<file path="config.mk">
export PLATFORM = sky130hd
export DESIGN_NAME = bram16_copy_dma
export DESIGN_NICKNAME = d
export VERILOG_FILES = /design/src/rtl/bram16_copy_dma_pkg.sv /design/src/rtl/bram16_copy_dma.sv
export SDC_FILE = /design/constraint.sdc
export NUM_CORES = 1
export LEC_CHECK = 0
export ABC_CLOCK_PERIOD_IN_PS = 1800
export CAP_MARGIN = 0
export CORE_ASPECT_RATIO = 0.7
export CORE_MARGIN = 2
export CORE_UTILIZATION = 31
export DETAILED_ROUTE_END_ITERATION = 10
export GPL_TIMING_DRIVEN = 0
export MAX_ROUTING_LAYER = met4
export SKIP_CTS_REPAIR_TIMING = 1
export SLEW_MARGIN = 40
export SYNTH_ARGS = -nofsm -noshare
export SYNTH_HDL_FRONTEND = slang
export SYNTH_SLANG_ARGS = --single-unit
</file>
<file path="constraint.sdc">
create_clock -name sys_clk -period 1.8 [get_ports sys_clk]
set_input_delay 0.18 -clock sys_clk [delete_from_list [all_inputs] [get_ports sys_clk]]
set_output_delay 0.18 -clock sys_clk [all_outputs]
set_load 0.005 [all_outputs]
</file>
<file path="src/rtl/bram16_copy_dma_pkg.sv">
// Shared definitions for the bram16 copy/fill DMA initiator.
// Holds the FSM state encoding, the mode values and the address step.
// Imported by the DMA top and by anything that needs to decode its state.
package bram16_copy_dma_pkg;

  typedef enum logic [1:0] {
    ST_IDLE = 2'd0,
    ST_RD   = 2'd1,
    ST_WR   = 2'd2,
    ST_FIN  = 2'd3
  } state_t;

  localparam logic MODE_COPY = 1'b0;
  localparam logic MODE_FILL = 1'b1;

  // Byte step between consecutive 16-bit words on the bus.
  localparam int ADDR_STEP = 2;

  // The pointers count words, so one bus step is one word-pointer increment.
  localparam logic [14:0] WORD_STEP = 15'(ADDR_STEP / 2);

  // Word pointer to bus byte address; bit 0 is always driven low.
  function automatic logic [15:0] bus_addr(input logic [14:0] wptr);
    return {wptr, 1'b0};
  endfunction

endpackage

</file>
<file path="src/rtl/bram16_copy_dma.sv">
// Copy/fill DMA initiator for the 16-bit on-chip memory bus (do/di/we/a).
// Latency: first bus cycle one clock after start; copy 2 cycles/word, fill 1 cycle/word.
// No backpressure: target is fixed-latency; start while busy is dropped, abort stops at once.
module bram16_copy_dma
  import bram16_copy_dma_pkg::*;
#(
  parameter int len_width = 10
) (
  input  logic                 sys_clk,
  input  logic                 sys_rst,
  input  logic                 start,
  input  logic                 mode,
  input  logic [15:0]          src,
  input  logic [15:0]          dst,
  input  logic [len_width-1:0] len,
  input  logic [15:0]          pattern,
  input  logic                 abort,
  output logic                 busy,
  output logic                 done,
  output logic [15:0]          dout,
  input  logic [15:0]          di,
  output logic                 we,
  output logic [15:0]          a
);

  state_t                 state_q, state_d;
  logic [14:0]            src_ptr_q, src_ptr_d;
  logic [14:0]            dst_ptr_q, dst_ptr_d;
  logic [len_width-1:0]   rem_q, rem_d;
  logic                   mode_q, mode_d;
  logic [15:0]            pattern_q, pattern_d;

  // Byte-address LSBs are ignored by targets, so only the word part is kept.
  logic unused_addr_lsb;
  assign unused_addr_lsb = src[0] ^ dst[0];

  // State and datapath registers with synchronous reset.
  always_ff @(posedge sys_clk) begin
    if (sys_rst) begin
      state_q   <= ST_IDLE;
      src_ptr_q <= '0;
      dst_ptr_q <= '0;
      rem_q     <= '0;
      mode_q    <= MODE_COPY;
      pattern_q <= '0;
    end else begin
      state_q   <= state_d;
      src_ptr_q <= src_ptr_d;
      dst_ptr_q <= dst_ptr_d;
      rem_q     <= rem_d;
      mode_q    <= mode_d;
      pattern_q <= pattern_d;
    end
  end

  // Next-state logic; abort in RD/WR takes priority over the end-of-block test.
  always_comb begin
    state_d = state_q;
    case (state_q)
      ST_IDLE: begin
        if (start) begin
          if (len == '0)              state_d = ST_FIN;
          else if (mode == MODE_FILL) state_d = ST_WR;
          else                        state_d = ST_RD;
        end
      end
      ST_RD: begin
        state_d = abort ? ST_IDLE : ST_WR;
      end
      ST_WR: begin
        if (abort)                        state_d = ST_IDLE;
        else if (rem_q == len_width'(1))  state_d = ST_FIN;
        else if (mode_q == MODE_FILL)     state_d = ST_WR;
        else                              state_d = ST_RD;
      end
      ST_FIN:  state_d = ST_IDLE;
      default: state_d = ST_IDLE;
    endcase
  end

  // Datapath: latch the request in IDLE, advance pointers after each write.
  always_comb begin
    src_ptr_d = src_ptr_q;
    dst_ptr_d = dst_ptr_q;
    rem_d     = rem_q;
    mode_d    = mode_q;
    pattern_d = pattern_q;
    if (state_q == ST_IDLE && start) begin
      src_ptr_d = src[15:1];
      dst_ptr_d = dst[15:1];
      rem_d     = len;
      mode_d    = mode;
      pattern_d = pattern;
    end else if (state_q == ST_WR && !abort) begin
      // Pointers wrap silently at the top of the 64 KiB space.
      src_ptr_d = src_ptr_q + WORD_STEP;
      dst_ptr_d = dst_ptr_q + WORD_STEP;
      rem_d     = rem_q - len_width'(1);
    end
  end

  // Bus and status outputs decoded from the current state.
  always_comb begin
    busy = 1'b0;
    done = 1'b0;
    we   = 1'b0;
    a    = '0;
    dout = '0;
    case (state_q)
      ST_RD: begin
        busy = 1'b1;
        a    = bus_addr(src_ptr_q);
      end
      ST_WR: begin
        busy = 1'b1;
        we   = 1'b1;
        a    = bus_addr(dst_ptr_q);
        // In copy mode di carries the word addressed during the preceding RD.
        dout = (mode_q == MODE_FILL) ? pattern_q : di;
      end
      ST_FIN:  done = 1'b1;
      default: ;
    endcase
  end

endmodule

</file>
==> impl_metrics.env, run 1 <==
export IMPL_status="finished, violations left"
export IMPL_period_needed_ns=1.880
export IMPL_p_per_area_nw_per_um2=974.7
export IMPL_cts_inserted_buffers=9
export IMPL_drc=0
export IMPL_ir_drop_v=0.0006204
export IMPL_p_leak_nw=2.322
export IMPL_yosysMostFrequentCell="dfxtp_1"
export IMPL_worst_slew_pin_slew_ns=0.6017
export IMPL_rsz0062_at_grt="yes"
export IMPL_antenna_found_initial=0
export IMPL_worstPathMaxFanout=5
export IMPL_ant_nets=0
export IMPL_initial_core_util_pct=31.65
export IMPL_layout_nets=649
export IMPL_viasPerCell=5.063
export IMPL_crit_path_end_kind="output port"
export IMPL_max_cap_viol_count=0
export IMPL_drive_gt1_share_pct=18.90
export IMPL_skew_ns=0.008902
export IMPL_syn_to_final_growth_pct=61.37
export IMPL_cts_tree="built"
export IMPL_final_max_slew_violation_count=0
export IMPL_firstDrtPassIters=5
export IMPL_setup_ws_ns=-0.08007
export IMPL_std_cell_rows=32
export IMPL_grt_pass1_vias=3431
export IMPL_whs_ns=0.4118
export IMPL_initialDrtViolationCount=210
export IMPL_worst_ep_required_time_ns=1.62
export IMPL_fmax_mhz=531.9
export IMPL_grt_pass1_wl_um=17480
export IMPL_async_reset_ff_share_pct=0
export IMPL_die_width_um=130.5
export IMPL_clockRootBuffer="clkbuf_16"
export IMPL_ys_warn_count=0
export IMPL_num_antenna_cells=0
export IMPL_fill_cells=1054
export IMPL_io_buffers=109
export IMPL_finalSetupViolations=11
export IMPL_wl_per_cell_um=16.49
export IMPL_vias=3640
export IMPL_gr_total_overflow=0
export IMPL_placed_cell_area_sq_um=4755
export IMPL_yosys_top_cells_count="59 x dfxtp_1, 55 x nand2_1, 48 x nor2_1, 32 x a211oi_1, 32 x nor2b_1"
export IMPL_start_kind="register"
export IMPL_synth_distinct_cells=43
export IMPL_failed_checks="negative setup slack"
export IMPL_clk_path_buf_depth=2
export IMPL_synth_area_per_cell_sq_um=8.093
export IMPL_relSlewSlack_pct=59.89
export IMPL_syn_cell_area_sq_um=3472
export IMPL_grt_usage_pct=19.12
export IMPL_crit_type="reg2out"
export IMPL_period_share_pct=104.4
export IMPL_synth_seq_area_share_pct=34.02
export IMPL_gp_congestion=0.8572
export IMPL_fin_area_sq_um=5603
export IMPL_synth_ff_type="dfxtp_1"
export IMPL_io_pins=114
export IMPL_htree_levels=3
export IMPL_synth_seq_cells=59
export IMPL_core_area_sq_um=10970
export IMPL_drt_total_wl_um=11860
export IMPL_synth_edf_count=0
export IMPL_arrival_ns=1.70
export IMPL_grt_max_degree=11
export IMPL_synth_top_area_share_pct=34.02
export IMPL_path_clk_slew_ns=0.05
export IMPL_insertion_delay_ns=0.32
export IMPL_cts_sinks=59
export IMPL_dieArea_sq_um=12080
export IMPL_die_height_um=92.55
export IMPL_hold_path_class="in2reg"
export IMPL_syn_nets=517
export IMPL_yosys_area_top_type="dfxtp_1"
export IMPL_synth_area_leaders="dfxtp_1 34%, a211oi_1 6.9%, nand2_1 5.9%, nor2b_1 5.8%, nor2_1 5.2%"
export IMPL_post_dp_hpwl_um=8438
export IMPL_finalHoldViolations=0
export IMPL_synth_cells=429
export IMPL_final_core_util_pct=51.07
critical path, stage by stage, from the launching register on:
cell       delay, ns
dfxtp_4         0.39
inv_6           0.05
ha_4            0.18
buf_12          0.14
buf_6           0.12
clkbuf_16       0.15
a22oi_2         0.18
nor2b_1         0.07
clkbuf_2        0.11
cells by family after synthesis:
| kind of cell | share of synthesized area [%] |
|---|---|
| muxes | 4.613 |
| and+or+nand+nor | 28.76 |
| DFF | 34.02 |
| AOI/OAI and AO/OA | 16.65 |
| other | 0.1080 |
| buffers and inverters | 4.793 |
| xor gates and xnor gates | 7.820 |
| adders and majority gates | 3.243 |
area by class of cell:
class                   instances  area, sq um  share of cell area, %
plain buffers                  29        202.7                  3.618
clock buffers                  12        256.5                  4.578
clock inverters                 4        72.57                  1.295
inverters                       9        38.79                 0.6923
multi-input cells             330         2389                  42.63
flip-flops and latches         59         1191                  21.26
well taps                     153        191.4                  3.417
repair buffers                123         1261                  22.51
sequential cells by signal, indices dropped and copies added, names as in the netlist:
| name | count |
|---|---|
| dst_ptr_q | 15 |
| pattern_q | 16 |
| rem_q | 10 |
| state_q | 2 |
| mode_q | 1 |
| src_ptr_q | 15 |
where the power goes:
part | internal, W | switching (W)
sequential | 0.00152 | 0.000296
combinational | 0.000917 | 0.000842
clock | 0.00128 | 0.000598
through the flow:
step                instances  setup slack, ns  setup TNS (ns)  total power [W]
global placement          691          -0.4909          -24.48         0.003230
finish                    719         -0.08007         -0.5348         0.005461
detailed placement        691          -0.5113          -27.04         0.003265
global route              719          -0.1375          -1.547         0.005734
floorplan                 429           0.1597               0         0.002614
CTS                       707          -0.8684          -38.76         0.005159
metal layers:
metal / global-route usage [%] / share of wire [%] / vias up
li1: - / - / 1787
met1: 27.35 / 49 / 1706
met2: 27.39 / 43 / 143
met3: 4.333 / 7.5 / 4
met4: 4.344 / 0.43 / 0
met5: - / 0 / -
layout by cell type (no fill, tap or decap), drive strengths merged, types with 14 or more instances in the layout:
cell and instances:
clkdlybuf4s50 78, dfxtp 59, nand2 55, nor2 48, clkbuf 48, nor2b 32, a211oi 32, buf 21
a21oi 19, xnor2 17, dlymetal6s2s 17, mux2i 16, a22oi 15, xor2 14
worst paths after layout:
path | startpoint | endpoint | slack [ns] | cells past startpoint
max | state_q[0] | a[3] | -0.08 | 8
min | pattern[14] | pattern_q[14] | 0.41 | 3
max reg2reg | state_q[0] | src_ptr_q[12] | -0.07 | 9
min reg2reg | pattern_q[9] | pattern_q[9] | 0.46 | 2
No activity file was read; power rests on OpenSTA's default activity.
==> run 2: changes to the inputs <==
--- a/config.mk
+++ b/config.mk
@@ -9,10 +9,12 @@
 export CAP_MARGIN = 0
 export CORE_ASPECT_RATIO = 0.7
 export CORE_MARGIN = 2
-export CORE_UTILIZATION = 31
+export CORE_UTILIZATION = 40
 export DETAILED_ROUTE_END_ITERATION = 10
+export GPL_ROUTABILITY_DRIVEN = 0
 export GPL_TIMING_DRIVEN = 0
 export MAX_ROUTING_LAYER = met4
+export PLACE_DENSITY = 0.71
 export SKIP_CTS_REPAIR_TIMING = 1
 export SLEW_MARGIN = 40
 export SYNTH_ARGS = -nofsm -noshare
==> run 2 against run 1 <==
  * The flow now finishes without violations
  * Die area shrank 22%
  * Cell count shrank 5.6%
  * Critical path depth is the same
  * Clock power shrank 9%
  * Design area shrank 2.8%
  * Critical path type is now reg2reg
  * Sequential power is essentially flat
  * Clock skew is essentially flat
==> impl_metrics.env, run 2 (synthesis results as in run 1) <==
export IMPL_initialDrtViolationCount=243
export IMPL_clk_path_buf_depth=2
export IMPL_p_per_area_nw_per_um2=956.0
export IMPL_grt_pass1_vias=3396
export IMPL_syn_to_final_growth_pct=56.86
export IMPL_finalSetupViolations=0
export IMPL_period_share_pct=99.51
export IMPL_max_cap_viol_count=0
export IMPL_crit_path_end_kind="register"
export IMPL_critPathSlowestCell="nor4_1"
export IMPL_pwr_share_comb_pct=32.5
export IMPL_rsz0062_at_grt="yes"
export IMPL_p_clk_share_pct=32.8
export IMPL_path_clk_slew_ns=0.05
export IMPL_skew_ns=0.009065
export IMPL_clockRootBuffer="clkbuf_16"
export IMPL_ir_drop_v=0.0004953
export IMPL_die_width_um=115.4
export IMPL_dp_cells=658
export IMPL_htree_levels=3
export IMPL_period_needed_ns=1.791
export IMPL_start_kind="register"
export IMPL_crit_type="reg2reg"
export IMPL_grt_pass1_wl_um=16800
export IMPL_io_pins=114
export IMPL_post_dp_hpwl_um=7978
export IMPL_worst_ep_required_time_ns=2.04
export IMPL_p_int_w=0.003523
export IMPL_hold_path_class="in2reg"
export IMPL_vias=3673
export IMPL_drive_gt1_share_pct=15.38
export IMPL_cts_tree="built"
export IMPL_grt_max_degree=11
export IMPL_top_regs="pattern_q (16), dst_ptr_q (15), src_ptr_q (15)"
export IMPL_gr_total_overflow=0
export IMPL_largest_register_ff_count=16
export IMPL_final_max_slew_violation_count=0
export IMPL_setup_ws_ns=0.008757
export IMPL_fmax_mhz=558.3
export IMPL_cts_inserted_buffers=9
export IMPL_final_common_cell="clkdlybuf4s50_1"
export IMPL_drc=0
export IMPL_io_buffers=109
export IMPL_dieArea_sq_um=9453
export IMPL_cts_sinks=59
export IMPL_p_sw_w=0.001684
export IMPL_stdcell_count=679
export IMPL_worstPathMaxFanout=8
export IMPL_die_height_um=81.95
export IMPL_num_antenna_cells=0
export IMPL_top_register="pattern_q"
export IMPL_worst_slew_pin_slew_ns=0.5951
export IMPL_grt_usage_pct=23.32
export IMPL_layout_common_cells="78 x clkdlybuf4s50_1, 57 x dfxtp_1, 55 x nand2_1"
export IMPL_drt_total_wl_um=11210
export IMPL_viasPerCell=5.409
export IMPL_firstDrtPassIters=5
export IMPL_core_area_sq_um=8443
export IMPL_ant_nets=0
export IMPL_wl_per_cell_um=16.51
export IMPL_pwr_share_seq_pct=34.7
export IMPL_path_cells="inv_4 -> ha_4 -> buf_12 -> buf_4 -> nand4b_4 -> nor4_1 -> xnor2_1 -> a211oi_1"
export IMPL_status="finished, final reports clean"
export IMPL_relSlewSlack_pct=60.33
export IMPL_cpPeakStageDelay_ns=0.37
export IMPL_std_cell_rows=28
export IMPL_finalHoldViolations=0
export IMPL_antenna_found_initial=0
export IMPL_netSwitchingFraction_pct=32.35
export IMPL_dp_worst_setup_slack_ns=-0.4724
export IMPL_initial_core_util_pct=41.12
export IMPL_layout_nets=643
export IMPL_arrival_ns=2.03
export IMPL_insertion_delay_ns=0.32
export IMPL_p_leak_nw=2.424
run 2: layer usage:
| metal | vias to the layer above | routed length, um | track usage (%) |
|---|---|---|---|
| met5 | - | 0 | - |
| met4 | 0 | 85 | 5.783 |
| met3 | 8 | 791 | 4.576 |
| met2 | 142 | 5152 | 35.56 |
| met1 | 1752 | 5185 | 31.84 |
| li1 | 1771 | - | - |
run 2: final timing paths:
kind | start | slack (ns) | endpoint | cells after the start
hold / removal | pattern[15] | 0.41 | pattern_q[15] | 3
setup / recovery | state_q[0] | 0.009 | src_ptr_q[12] | 8
setup reg to reg | state_q[0] | 0.009 | src_ptr_q[12] | 8
hold reg to reg | pattern_q[15] | 0.45 | pattern_q[15] | 2
run 2: through the flow:
stage / area (sq um) / util [%] / hold WS (ns) / total power (W) / TNS, ns
after floorplan: 3472 / - / 0.3160 / 0.002614 / 0
after global placement: 4713 / 55.82 / 0.4419 / 0.003209 / -23.36
after detailed placement: 4713 / 55.82 / 0.4491 / 0.003247 / -24.49
after CTS: 5009 / 59.32 / 0.4079 / 0.004949 / -34.82
after global routing: 5446 / 64.51 / 0.4118 / 0.005451 / -0.6089
final: 5446 / 64.51 / 0.4088 / 0.005207 / 0
run 2: power groups by stage:
stage	sequential [W]	combinational, W	clock [W]
after floorplan	0.00172	0.000898	0
after global placement	0.00179	0.00142	0
after detailed placement	0.00179	0.00146	0
after CTS	0.00177	0.00147	0.00171
after global routing	0.00183	0.00184	0.00178
final	0.00181	0.00169	0.00171
run 2: cell type report:
| cell class | count | area (sq um) |
|---|---|---|
| tap | 120 | 150.1 |
| timing repair buffer | 117 | 1214 |
| clock inverter | 2 | 35.03 |
| multi-input combinational | 330 | 2361 |
| fill | 688 | 2997 |
| buffer | 29 | 201.4 |
| inverter | 9 | 36.28 |
| sequential | 59 | 1189 |
| clock buffer | 13 | 260.3 |
run 2: critical path, delay by kind of cell, from the launching register on:
kind / cells / cell delay [ns]
XOR/XNOR: 1 / 0.10
AND/OR/NAND/NOR: 2 / 0.53
adder cells (fa/ha/maj): 1 / 0.16
buffers and inverters: 3 / 0.33
AO/OA/AOI/OAI: 1 / 0.22
flip-flops: 1 / 0.36
==> run 3: changes to the inputs <==
--- a/config.mk
+++ b/config.mk
@@ -8,7 +8,7 @@
 export ABC_CLOCK_PERIOD_IN_PS = 1800
 export CAP_MARGIN = 0
 export CORE_ASPECT_RATIO = 0.7
-export CORE_MARGIN = 2
+export CORE_MARGIN = 8
 export CORE_UTILIZATION = 40
 export DETAILED_ROUTE_END_ITERATION = 10
 export GPL_ROUTABILITY_DRIVEN = 0
==> run 3 against run 2 <==
  * The run now ends with negative setup slack left
  * First-iteration DRC count rose by 0.41%
  * Sequential cell count unchanged
  * Hold slack worse by 0.0079 ns
  * Clock skew shrank 0.0043 ns
  * Design area is 0.51% higher
  * Fmax decreased by 3.4%
  * Clock power up 15%
  * Count of clock-buffer cells in the layout is 2 lower
  * Critical endpoint unchanged
==> impl_metrics.env, run 3 (synthesis results as in run 1) <==
export IMPL_status="finished, violations left"
export IMPL_failed_checks="negative setup slack"
export IMPL_p_sw_w=0.001689
export IMPL_final_max_slew_violation_count=0
export IMPL_whs_ns=0.4009
export IMPL_p_leak_nw=2.380
export IMPL_drt_met1_wl_um=5612
export IMPL_top_register="pattern_q"
export IMPL_die_height_um=93.95
export IMPL_max_cap_viol_count=0
export IMPL_period_needed_ns=1.854
export IMPL_cts_sinks=59
export IMPL_drt_total_wl_um=12040
export IMPL_path_clk_slew_ns=0.05
export IMPL_dieArea_sq_um=11970
export IMPL_min_from="pattern[9]"
export IMPL_ir_drop_v=0.0004850
export IMPL_r2r_end="src_ptr_q[12]"
export IMPL_crit_type="reg2reg"
export IMPL_crit_path_end="src_ptr_q[12]"
export IMPL_initialDrtViolationCount=244
export IMPL_start_kind="register"
export IMPL_hold_path_class="in2reg"
export IMPL_crit_path_start="state_q[0]"
export IMPL_crit_path_end_kind="register"
export IMPL_wl_per_cell_um=17.66
export IMPL_io_buffers=109
export IMPL_std_cell_rows=28
export IMPL_p_int_w=0.003746
export IMPL_grt_pass1_wl_um=18430
export IMPL_r2r_slack_ns=-0.05
export IMPL_core_area_sq_um=8443
export IMPL_setup_ws_ns=-0.05438
export IMPL_arrival_ns=2.09
export IMPL_final_common_cell="clkdlybuf4s50_1"
export IMPL_fmax_mhz=539.3
export IMPL_gr_total_overflow=0
export IMPL_worst_slew_pin_slew_ns=0.5665
export IMPL_largest_register_ff_count=16
export IMPL_grt_pass1_vias=3583
export IMPL_grt_usage_pct=19.62
export IMPL_top_regs="pattern_q (16), dst_ptr_q (15), src_ptr_q (15)"
export IMPL_cts_tree="built"
export IMPL_fill_cells=705
export IMPL_insertion_delay_ns=0.32
export IMPL_worst_ep_required_time_ns=2.04
export IMPL_antenna_found_initial=0
export IMPL_r2r_start="state_q[0]"
export IMPL_finalHoldViolations=0
export IMPL_grt_max_degree=11
export IMPL_drive_gt1_share_pct=16.90
export IMPL_layout_nets=645
export IMPL_finalSetupViolations=4
export IMPL_rsz0062_at_grt="yes"
export IMPL_viasPerCell=5.321
export IMPL_drc=0
export IMPL_cts_inserted_buffers=9
export IMPL_syn_to_final_growth_pct=57.66
export IMPL_top_layer="met4"
export IMPL_finalPower_w=0.005435
export IMPL_wl_met3_um=642
export IMPL_htree_levels=3
export IMPL_io_pins=114
export IMPL_ant_nets=0
export IMPL_post_dp_hpwl_um=8658
export IMPL_num_antenna_cells=0
export IMPL_relSlewSlack_pct=62.24
export IMPL_die_width_um=127.4
export IMPL_firstDrtPassIters=5
export IMPL_p_per_area_nw_per_um2=992.9
export IMPL_initial_core_util_pct=41.12
export IMPL_netSwitchingFraction_pct=31.07
export IMPL_vias=3629
export IMPL_pwr_share_seq_pct=33.4
export IMPL_layout_common_cells="78 x clkdlybuf4s50_1, 55 x nand2_1, 55 x dfxtp_1"
export IMPL_clockRootBuffer="clkbuf_16"
export IMPL_clk_path_buf_depth=2
export IMPL_reg2reg_depth=10
export IMPL_p_clk_share_pct=36.3
export IMPL_skew_ns=0.004744
export IMPL_pwr_share_comb_pct=30.3
export IMPL_worstPathMaxFanout=7
export IMPL_period_share_pct=103.0
export IMPL_wl_met2_um=5616
## run 3: changes by cell type in the layout (fill, tap and decap cells not counted), moves of 3 or more
cell	change
dlymetal6s2s_1	-5
nor3_2	+4
nor3_1	-4
a22oi_2	-3
buf_4	+3
a22oi_1	+3
clkbuf_2	+3
## run 3: per-stage QoR
step	instances	setup WS (ns)	instance area, sq um	setup TNS, ns	utilization [%]
after global routing	682	-0.1858	5474	-0.9538	64.83
after global placement	658	-0.4577	4713	-23.43	55.82
after detailed placement	658	-0.4753	4713	-25.14	55.82
final	682	-0.05438	5474	-0.1390	64.83
after floorplan	429	0.1597	3472	0	-
after CTS	674	-0.8290	5056	-36.85	59.88
## run 3: how the worst min path moves through the flow
stage / endpoint / slack [ns] / depth (start not counted)
floorplan: pattern_q[0] / 0.32 / 2
global placement: pattern_q[11] / 0.44 / 2
detailed placement: pattern_q[8] / 0.45 / 2
CTS: pattern_q[9] / 0.40 / 3
global route: pattern_q[9] / 0.41 / 3
finish: pattern_q[9] / 0.40 / 3
## run 3: metal layers
metal	GRT usage, %	up-vias
li1	-	1776
met1	25.62	1713
met2	30.00	128
met3	3.855	12
met4	6.114	0
met5	-	-
## run 3: area by class of cell
class | count | area (sq um) | share of cell area, %
Buffer | 29 | 191.4 | 3.497
Clock buffer | 11 | 242.7 | 4.434
Clock inverter | 5 | 100.1 | 1.829
Inverter | 9 | 38.79 | 0.7086
Multi-Input combinational cell | 330 | 2365 | 43.20
Sequential cell | 59 | 1191 | 21.76
Tap cell | 120 | 150.1 | 2.743
Timing Repair Buffer | 119 | 1195 | 21.83
## run 3: power by group through the flow
stage	clock network [W]	registers [W]	logic, W
global placement	0	0.00179	0.00143
finish	0.00197	0.00182	0.00165
detailed placement	0	0.00180	0.00146
global route	0.00205	0.00184	0.00180
CTS	0.00199	0.00178	0.00147
floorplan	0	0.00172	0.000898
## run 3: worst max-delay path, cell delays in order, from the launching register on
cell	delay, ns
dfxtp_4	0.36
inv_6	0.07
ha_4	0.16
buf_12	0.12
buf_4	0.12
nand4b_4	0.15
buf_4	0.19
buf_6	0.11
nor4_4	0.16
xnor2_1	0.11
a211oi_1	0.20
